===== src/rtl/sim_run_monitor_pkg.sv =====
// rtl/sim_run_monitor_pkg.sv - shared state/verdict types for the simulation run monitor
package sim_run_monitor_pkg;

   localparam int FAIL_W = 2;

   typedef enum logic [1:0] {
      HOLD = 2'd0,
      RUN  = 2'd1,
      DONE = 2'd2
   } state_t;

   typedef enum logic [FAIL_W-1:0] {
      FAIL_NONE    = 2'd0,
      FAIL_CODE    = 2'd1,
      FAIL_TIMEOUT = 2'd2,
      FAIL_HANG    = 2'd3
   } fail_reason_t;

   // Counter width able to hold 0..v-1, never narrower than one bit.
   function automatic int min1_clog2(input int v);
      return (v <= 2) ? 1 : $clog2(v);
   endfunction

endpackage


===== src/rtl/sim_run_monitor_pc_hist.sv =====
// rtl/sim_run_monitor_pc_hist.sv - ring buffer of recently retired PCs
// Present only in builds with SIM_RUN_MONITOR_PC_HISTORY_EN defined.
module sim_run_monitor_pc_hist #(
   parameter int DEPTH = 8
) (
   input  logic                     i_clock,
   input  logic                     i_reset_n,
   input  logic                     i_wr_en,
   input  logic [31:0]              i_wr_pc,
   input  logic [$clog2(DEPTH)-1:0] i_rd_idx,
   output logic [31:0]              o_rd_pc
);

   localparam int PTR_W = $clog2(DEPTH);

   logic [31:0]      r_mem [DEPTH];
   logic [PTR_W-1:0] r_wptr;
   logic [PTR_W-1:0] w_rd_addr;

   // Index 0 is the newest entry; the pointer width gives the modulo wrap for free.
   assign w_rd_addr = r_wptr - PTR_W'(1) - i_rd_idx;
   assign o_rd_pc   = r_mem[w_rd_addr];

   always_ff @(posedge i_clock or negedge i_reset_n) begin
      if (!i_reset_n) begin
         for (int i = 0; i < DEPTH; i++) begin
            r_mem[i] <= '0;
         end
         r_wptr <= '0;
      end else if (i_wr_en) begin
         r_mem[r_wptr] <= i_wr_pc;
         r_wptr        <= r_wptr + 1'b1;
      end
   end

endmodule


===== src/rtl/sim_run_monitor.sv =====
// rtl/sim_run_monitor.sv - core reset sequencing, run counters and pass/fail verdict
// Optional PC history buffer enabled by SIM_RUN_MONITOR_PC_HISTORY_EN.
module sim_run_monitor
   import sim_run_monitor_pkg::*;
#(
   parameter int RESET_CYCLES   = 4,
   parameter int TIMEOUT_CYCLES = 2500000,
   parameter int HANG_CYCLES    = 4096,
   parameter int CNT_W          = 64,
   parameter int HIST_DEPTH     = 8
) (
   input  logic                          clock,
   input  logic                          reset_n,
   output logic                          core_reset,
   input  logic                          commit_valid,
   input  logic [31:0]                   commit_pc,
   input  logic                          halt_valid,
   input  logic [31:0]                   halt_code,
   output logic [CNT_W-1:0]              cycle_count,
   output logic [CNT_W-1:0]              inst_count,
   output logic                          done,
   output logic                          pass,
   output logic [1:0]                    fail_reason,
   input  logic [$clog2(HIST_DEPTH)-1:0] hist_idx,
   output logic [31:0]                   hist_pc
);

   localparam int HOLD_W = min1_clog2(RESET_CYCLES);
   localparam int IDLE_W = min1_clog2(HANG_CYCLES + 1);

   localparam logic [HOLD_W-1:0] HOLD_LAST = HOLD_W'(RESET_CYCLES - 1);
   localparam logic [IDLE_W-1:0] IDLE_LAST = IDLE_W'(HANG_CYCLES - 1);
   localparam logic [CNT_W-1:0]  TO_LAST   = CNT_W'(TIMEOUT_CYCLES - 1);

   state_t             r_state;
   fail_reason_t       r_fail;
   logic [HOLD_W-1:0]  r_hold;
   logic [IDLE_W-1:0]  r_idle;
   logic [CNT_W-1:0]   r_cycle;
   logic [CNT_W-1:0]   r_inst;
   logic               r_core_reset;
   logic               r_done;
   logic               r_pass;
   logic               w_hang;
   logic               w_timeout;
   logic               w_hist_wr;

   assign w_hang    = (HANG_CYCLES != 0) && !commit_valid && (r_idle == IDLE_LAST);
   assign w_timeout = (TIMEOUT_CYCLES != 0) && (r_cycle == TO_LAST);
   assign w_hist_wr = (r_state == RUN) && commit_valid;

   always_ff @(posedge clock or negedge reset_n) begin
      if (!reset_n) begin
         r_state      <= HOLD;
         r_hold       <= '0;
         r_idle       <= '0;
         r_cycle      <= '0;
         r_inst       <= '0;
         r_core_reset <= 1'b1;
         r_done       <= 1'b0;
         r_pass       <= 1'b0;
         r_fail       <= FAIL_NONE;
      end else begin
         case (r_state)
            HOLD: begin
               r_hold <= r_hold + 1'b1;
               if (r_hold == HOLD_LAST) begin
                  r_state      <= RUN;
                  r_core_reset <= 1'b0;
               end
            end
            RUN: begin
               // The terminating cycle is still counted, including a coincident commit.
               r_cycle <= r_cycle + 1'b1;
               if (commit_valid) begin
                  r_inst <= r_inst + 1'b1;
                  r_idle <= '0;
               end else begin
                  r_idle <= r_idle + 1'b1;
               end
               if (halt_valid) begin
                  r_state <= DONE;
                  r_done  <= 1'b1;
                  r_pass  <= (halt_code == 32'd0);
                  r_fail  <= (halt_code == 32'd0) ? FAIL_NONE : FAIL_CODE;
               end else if (w_hang) begin
                  r_state <= DONE;
                  r_done  <= 1'b1;
                  r_fail  <= FAIL_HANG;
               end else if (w_timeout) begin
                  r_state <= DONE;
                  r_done  <= 1'b1;
                  r_fail  <= FAIL_TIMEOUT;
               end
            end
            default: ;
         endcase
      end
   end

   assign core_reset  = r_core_reset;
   assign cycle_count = r_cycle;
   assign inst_count  = r_inst;
   assign done        = r_done;
   assign pass        = r_pass;
   assign fail_reason = r_fail;

`ifdef SIM_RUN_MONITOR_PC_HISTORY_EN
   sim_run_monitor_pc_hist #(
      .DEPTH (HIST_DEPTH)
   ) u_pc_hist (
      .i_clock   (clock),
      .i_reset_n (reset_n),
      .i_wr_en   (w_hist_wr),
      .i_wr_pc   (commit_pc),
      .i_rd_idx  (hist_idx),
      .o_rd_pc   (hist_pc)
   );
`else
   logic w_unused_hist;
   assign w_unused_hist = ^{commit_pc, hist_idx, w_hist_wr};
   assign hist_pc       = 32'd0;
`endif

endmodule


===== config.mk =====
export PLATFORM = sky130hd
export DESIGN_NAME = sim_run_monitor
export DESIGN_NICKNAME = d
export VERILOG_FILES = /design/src/rtl/sim_run_monitor_pkg.sv /design/src/rtl/sim_run_monitor_pc_hist.sv /design/src/rtl/sim_run_monitor.sv
export SDC_FILE = /design/constraint.sdc
export NUM_CORES = 1
export LEC_CHECK = 0
export BUFFER_PORTS_ARGS = -buffer_cell sky130_fd_sc_hd__buf_2
export CORE_MARGIN = 2
export CORE_UTILIZATION = 43
export CTS_CLUSTER_DIAMETER = 30
export CTS_CLUSTER_SIZE = 24
export DETAILED_ROUTE_END_ITERATION = 7
export PLACE_DENSITY_LB_ADDON = 0.3
export SLEW_MARGIN = 40
export SYNTH_ARGS = -nofsm -noshare
export SYNTH_HDL_FRONTEND = slang
export SYNTH_SLANG_ARGS = --single-unit

===== constraint.sdc =====
create_clock -name clock -period 2.3 [get_ports clock]
set_input_delay 0.23 -clock clock [delete_from_list [all_inputs] [get_ports clock]]
set_output_delay 0.23 -clock clock [all_outputs]
set_load 0.05 [all_outputs]

==> impl_metrics.json, run 1 <==
{
  "min_to": "fail_reason[0]$_DFFE_PN0P_",
  "drcViolationCount": 0,
  "antenna_left": 0,
  "grt_util_met3_pct": 5.39,
  "cts_sinks": 150,
  "path_max_fanout": 7,
  "critPathRequiredTime_ns": 2.61,
  "die_x_um": 136,
  "worstHoldStart": "halt_valid",
  "relSlewSlack_pct": 62.3,
  "synth.cell_area_mm2": 0.00746,
  "cts_made_buffers": 17,
  "clk_latency_ns": 0.42,
  "tritoncts": "done",
  "drive_gt1_share_pct": 30.0,
  "slew_violations": 0,
  "tns_ns": 0,
  "fin_crit_ns": 2.13,
  "finClkSkew_ns": 0.00689,
  "fp.coreArea_mm2": 0.0171,
  "grt_remaining_overflow": 0,
  "path_buf_inv": 0,
  "synth-edff-count": 0,
  "fin_cells": 1152,
  "synth_warnings": 0,
  "crit_family": "simple AND/OR/NAND/NOR gates",
  "placed_area_mm2": 0.00872,
  "fin_nets": 989,
  "wl_per_cell_um": 15.0,
  "r2r_start": "cycle_count[17]$_DFFE_PN0P_",
  "post-route-util_pct": 54.6,
  "setup_viol": 0,
  "diodes": 0,
  "crit_path_start_kind": "register",
  "r2r-end": "fail_reason[0]$_DFFE_PN0P_",
  "syn2layout_area_growth_pct": 25.3,
  "crit_slowest_cell": "dfrtp_1",
  "p_total_uw": 6570,
  "multi_input_area_mm2": 0.00347,
  "place_congestion": 0.796,
  "track_usage_pct": 19.6,
  "antenna_found_initial": 0,
  "via_per_inst": 5.09,
  "status": "completed",
  "dr.pass1.iters": 4,
  "port_buffers": 168,
  "max_freq_ghz": 0.469,
  "synth-seq-cells": 150,
  "wirelength_mm": 17.3,
  "rows": 48,
  "synth_flop_cell": "dfrtp_1",
  "syn_area_per_cell_um2": 10.7,
  "reg2reg_setup_slack_ns": 0.17,
  "dp_hpwl_mm": 12.8,
  "async_reset_ff_share_pct": 100,
  "vias": 5864,
  "critPathMaxStageDelay_ns": 0.46,
  "cts_max_path_buffers": 2,
  "root_buffer": "clkbuf_16",
  "dieHeight_um": 136,
  "drt-initial-drc-count": 253,
  "critical_path_class": "register to register",
  "start_util_pct": 43.6,
  "met2_usage_pct": 30.9,
  "hold_viol": 0,
  "grt_pass1_vias": 5745,
  "ir_drop_uv": 523,
  "fillCellCount": 1535,
  "leakagePower_uw": 0.00487,
  "grt_setup_unrepaired": "no",
  "grt_max_degree": 60,
  "worstPathCellList": "nor4bb_1, nand4_1, nor4_1, a31oi_1, a22o_1",
  "busiest_layer": "met2",
  "worst_pin_slew_ns": 0.566,
  "clkTransAtPathRegs_ns": 0.06,
  "hp-class": "primary input to register",
  "htreeDepth": 4,
  "stdcell_area_mm2": 0.00935,
  "cap_violations": 0,
  "hold_depth": 3,
  "ys_seq_area_share_pct": 50.3,
  "pin_count": 236,
  "crit_arrival_ns": 2.44,
  "ff_latch_area_mm2": 0.00376,
  "synthCells": 700,
  "grt_pass1_wl_mm": 28.4,
  "cp-end-kind": "register",
  "r2r_cells": 5,
  "finalCritPeriodShare_pct": 92.8,
  "p_per_area_mw_per_mm2": 703,
  "yosysUniqueCellTypes": 50,
  "grtUsageMet1_pct": 26.1,
  "dp_cells": 1119,
  "die_area_mm2": 0.0184
}
## state kept, by name (all words and copies together) (netlist names)
register and flops:
pass 1, r_idle 13, fail_reason 2, cycle_count 64
r_state 2, r_hold 2, core_reset 1, done 1
inst_count 64
## logic make-up after synthesis
kind of cell,share of synthesized area [%]
simple gates,26.5
flops,50.3
xor+xnor,15.7
buf+inv,5.00
compound gates,1.12
fa+ha+maj,0.671
mux,0.604
other cells,0.0503
## power by group
| group | switching, uW | internal [uW] | total (uW) |
|---|---|---|---|
| clock | 1090 | 1700 | 2790 |
| combinational | 623 | 241 | 864 |
| sequential | 132 | 2780 | 2910 |
## layout by cell type (no fill, tap or decap), types with 29 or more instances in the layout
cell and count:
buf_2 167, buf_4 39, conb_1 32, dfrtp_1 148
nand2_1 58, nand3_1 45, nand4_1 44, nor2_1 41
nor3_1 29, xnor2_1 68, xor2_1 66
## cells in the mapped netlist, drive strengths merged (4+ instances only)
library cell  number  share of area, %
and2               6              0.50
nor3              39               3.4
mux2               4              0.60
and3              26               2.2
xnor2             68               8.0
ha                 4              0.67
dfrtp            149                50
and4               9               1.1
nor4              34               3.9
inv               15              0.75
nor2              42               2.1
nand4             47               4.2
xor2              66               7.8
or3                4              0.34
buf               41               4.0
nand2             58               2.9
nand2b             4              0.34
clkbuf             5              0.25
nand3             48               3.5
## worst max-delay path by stage
| stage | start | depth (start not counted) | to |
|---|---|---|---|
| 6_report | cycle_count[17]$_DFFE_PN0P_ | 5 | fail_reason[0]$_DFFE_PN0P_ |
| 5_1_grt | inst_count[1]$_DFFE_PN0P_ | 7 | inst_count[58]$_DFFE_PN0P_ |
| 4_1_cts | cycle_count[17]$_DFFE_PN0P_ | 5 | fail_reason[0]$_DFFE_PN0P_ |
| 3_5_place_dp | cycle_count[17]$_DFFE_PN0P_ | 5 | fail_reason[0]$_DFFE_PN0P_ |
| 3_3_place_gp | cycle_count[17]$_DFFE_PN0P_ | 5 | fail_reason[0]$_DFFE_PN0P_ |
| 2_1_floorplan | inst_count[1]$_DFFE_PN0P_ | 6 | inst_count[28]$_DFFE_PN0P_ |
## per-stage QoR
stage / hold WS, ns / worst slack (ns)
floorplan: -0.0656 / 0.00205
global placement: 0.243 / 0.130
detailed placement: 0.250 / 0.0923
CTS: 0.115 / 0.0928
global route: 0.118 / 0.000370
finish: 0.132 / 0.166
## area by class of cell
class | instances | share of cell area, %
repair buffers | 210 | 12.7
clock buffers | 19 | 4.63
clock inverters | 13 | 1.69
inverters | 15 | 0.602
well taps | 225 | 3.01
flip-flops and latches | 150 | 40.2
multi-input cells | 520 | 37.1
## repair_timing
item,CTS,global route
hold buffers,1,0
setup endpoints to repair,0,6
gates resized for setup,0,4
hold endpoints to repair,57,0
buffers inserted,0,0
## tightest hold or removal path, cell delays in order
cell and delay, ns:
buf_2 0.12, nand2_1 0.05, a22o_1 0.12
## metal layers
| metal | vias to the layer above | share of wire (%) |
|---|---|---|
| met5 | - | 0 |
| met4 | 0 | 2.0 |
| met3 | 23 | 6.2 |
| met2 | 187 | 46 |
| met1 | 2825 | 46 |
| li1 | 2829 | - |
(Power assumes the default switching activity.)
==> run 2: changes to the inputs <==
Settings changed: RECOVER_POWER set to 25.
==> run 2 against run 1 <==
  * Worst hold slack about the same
  * Cell count unchanged
  * Critical path type unchanged
  * Die area unchanged
  * Largest cell class unchanged
  * Power is essentially flat
  * Sequential share of layout area increased by 0.10 points
  * Count of clock-buffer cells in the layout is the same
  * Sequential power hardly changed
  * Combinational power is 0.6% lower
  * Clock skew grew 0.00057 ns
  * Routed wire length hardly changed
  * Fmax about the same
==> impl_metrics.json, run 2 (same netlist as run 1, synthesis figures left out) <==
{
  "port_buffers": 168,
  "cts_sinks": 150,
  "htreeDepth": 4,
  "status": "completed",
  "ir_drop_uv": 523,
  "critPathRequiredTime_ns": 2.61,
  "diodes": 0,
  "placed_area_mm2": 0.00872,
  "drcViolationCount": 0,
  "post_cts_buffers": 0,
  "cts_made_buffers": 17,
  "crit_arrival_ns": 2.44,
  "hp-class": "primary input to register",
  "finClkSkew_ns": 0.00746,
  "die_area_mm2": 0.0184,
  "hold_viol": 0,
  "grt_remaining_overflow": 0,
  "rows": 48,
  "finalCritPeriodShare_pct": 92.8,
  "cap_violations": 0,
  "holdWs_ns": 0.132,
  "wirelength_mm": 17.3,
  "p_int_uw": 4710,
  "grt_setup_unrepaired": "no",
  "vias": 5862,
  "fin_nets": 989,
  "wl_per_cell_um": 15.0,
  "root_buffer": "clkbuf_16",
  "p_per_area_mw_per_mm2": 704,
  "drt-initial-drc-count": 253,
  "die_x_um": 136,
  "clkTransAtPathRegs_ns": 0.06,
  "clk_latency_ns": 0.42,
  "start_util_pct": 43.6,
  "max_freq_ghz": 0.469,
  "place_ws_ns": 0.0923,
  "crit_path_start_kind": "register",
  "tritoncts": "done",
  "cp-end-kind": "register",
  "power_frac_seq_pct": 44.3,
  "switching_power_uw": 1850,
  "finalWorstSetupSlack_ns": 0.166,
  "antenna_left": 0,
  "relSlewSlack_pct": 1.01,
  "drive_gt1_share_pct": 30.0,
  "switching_share_pct": 28.2,
  "p_clk_share_pct": 42.6,
  "hold_depth": 3,
  "antenna_found_initial": 0,
  "dp_hpwl_mm": 12.8,
  "dr.pass1.iters": 4,
  "syn2layout_area_growth_pct": 25.0,
  "power_frac_comb_pct": 13.1,
  "tns_ns": 0,
  "place_congestion": 0.796,
  "via_per_inst": 5.09,
  "grt_pass1_vias": 5745,
  "grt_pass1_wl_mm": 28.4,
  "p_total_uw": 6560,
  "fillCellCount": 1543,
  "leakagePower_uw": 0.00487,
  "path_max_fanout": 7,
  "pin_count": 236,
  "dieHeight_um": 136,
  "layout_common_cells": "167 x buf_2, 148 x dfrtp_1, 68 x xnor2_1",
  "multi_input_area_mm2": 0.00347,
  "fin_crit_ns": 2.13,
  "r2r_cells": 5,
  "slew_violations": 0,
  "grt_max_degree": 60,
  "fp.coreArea_mm2": 0.0171,
  "track_usage_pct": 19.6,
  "layout_commonest_cell": "buf_2",
  "worst_pin_slew_ns": 1.48,
  "critical_path_class": "register to register",
  "stdcell_area_mm2": 0.00932,
  "ff_latch_area_mm2": 0.00376,
  "setup_viol": 0,
  "cts_max_path_buffers": 2
}
## run 2: cell types whose count changed in the layout (fill, tap and decap cells not counted)
cell,before,now
buf_12,2,0
clkbuf_2,0,1
buf_6,1,2
## run 2: cell type report
cell class,count,share of cell area [%]
Multi-Input combinational cell,520,37.2
Timing Repair Buffer,210,12.5
Inverter,15,0.604
Sequential cell,150,40.3
Tap cell,225,3.02
Clock buffer,19,4.64
Clock inverter,13,1.69
## run 2: worst max-delay path: stages (launching register included)
cell,delay (ns)
dfrtp_1,0.46
nor4bb_1,0.44
nand4_1,0.20
nor4_1,0.40
a31oi_1,0.24
a22o_1,0.28
## run 2: path summary, 6_finish.rpt
path                                             startpoint                     endpoint  slack [ns]
worst max-delay path            cycle_count[17]$_DFFE_PN0P_   fail_reason[0]$_DFFE_PN0P_        0.17
worst min-delay path                             halt_valid   fail_reason[0]$_DFFE_PN0P_        0.13
worst max register to register  cycle_count[17]$_DFFE_PN0P_   fail_reason[0]$_DFFE_PN0P_        0.17
worst min register to register   inst_count[63]$_DFFE_PN0P_   inst_count[63]$_DFFE_PN0P_        0.46
max in group asynchronous                           reset_n  cycle_count[43]$_DFFE_PN0P_        0.44
min in group asynchronous                           reset_n   inst_count[27]$_DFFE_PN0P_        0.71
## run 2: repair_timing
item | CTS | global route
setup endpoints to repair | 0 | 6
endpoints found under the hold margin | 57 | 0
hold buffers | 1 | 0
gates resized for setup | 0 | 4
## run 2: power by group through the flow
stage / clock (uW) / combinational (uW) / sequential (uW)
floorplan: 0 / 375 / 3210
global placement: 0 / 855 / 2950
detailed placement: 0 / 873 / 2950
CTS: 2860 / 876 / 2910
global route: 2970 / 930 / 2930
finish: 2790 / 859 / 2910
## run 2: per-stage QoR
stage / cells / utilization [%]
floorplan: 731 / -
global route: 1152 / 54.5
global placement: 1119 / 51.0
CTS: 1152 / 54.5
detailed placement: 1119 / 51.0
finish: 1152 / 54.5
## run 2: layer usage
metal / track usage, % / wire (um)
met1: 26.1 / 7900
met4: 6.71 / 348
met3: 5.39 / 1080
met5: 0 / 0
met2: 30.9 / 7960
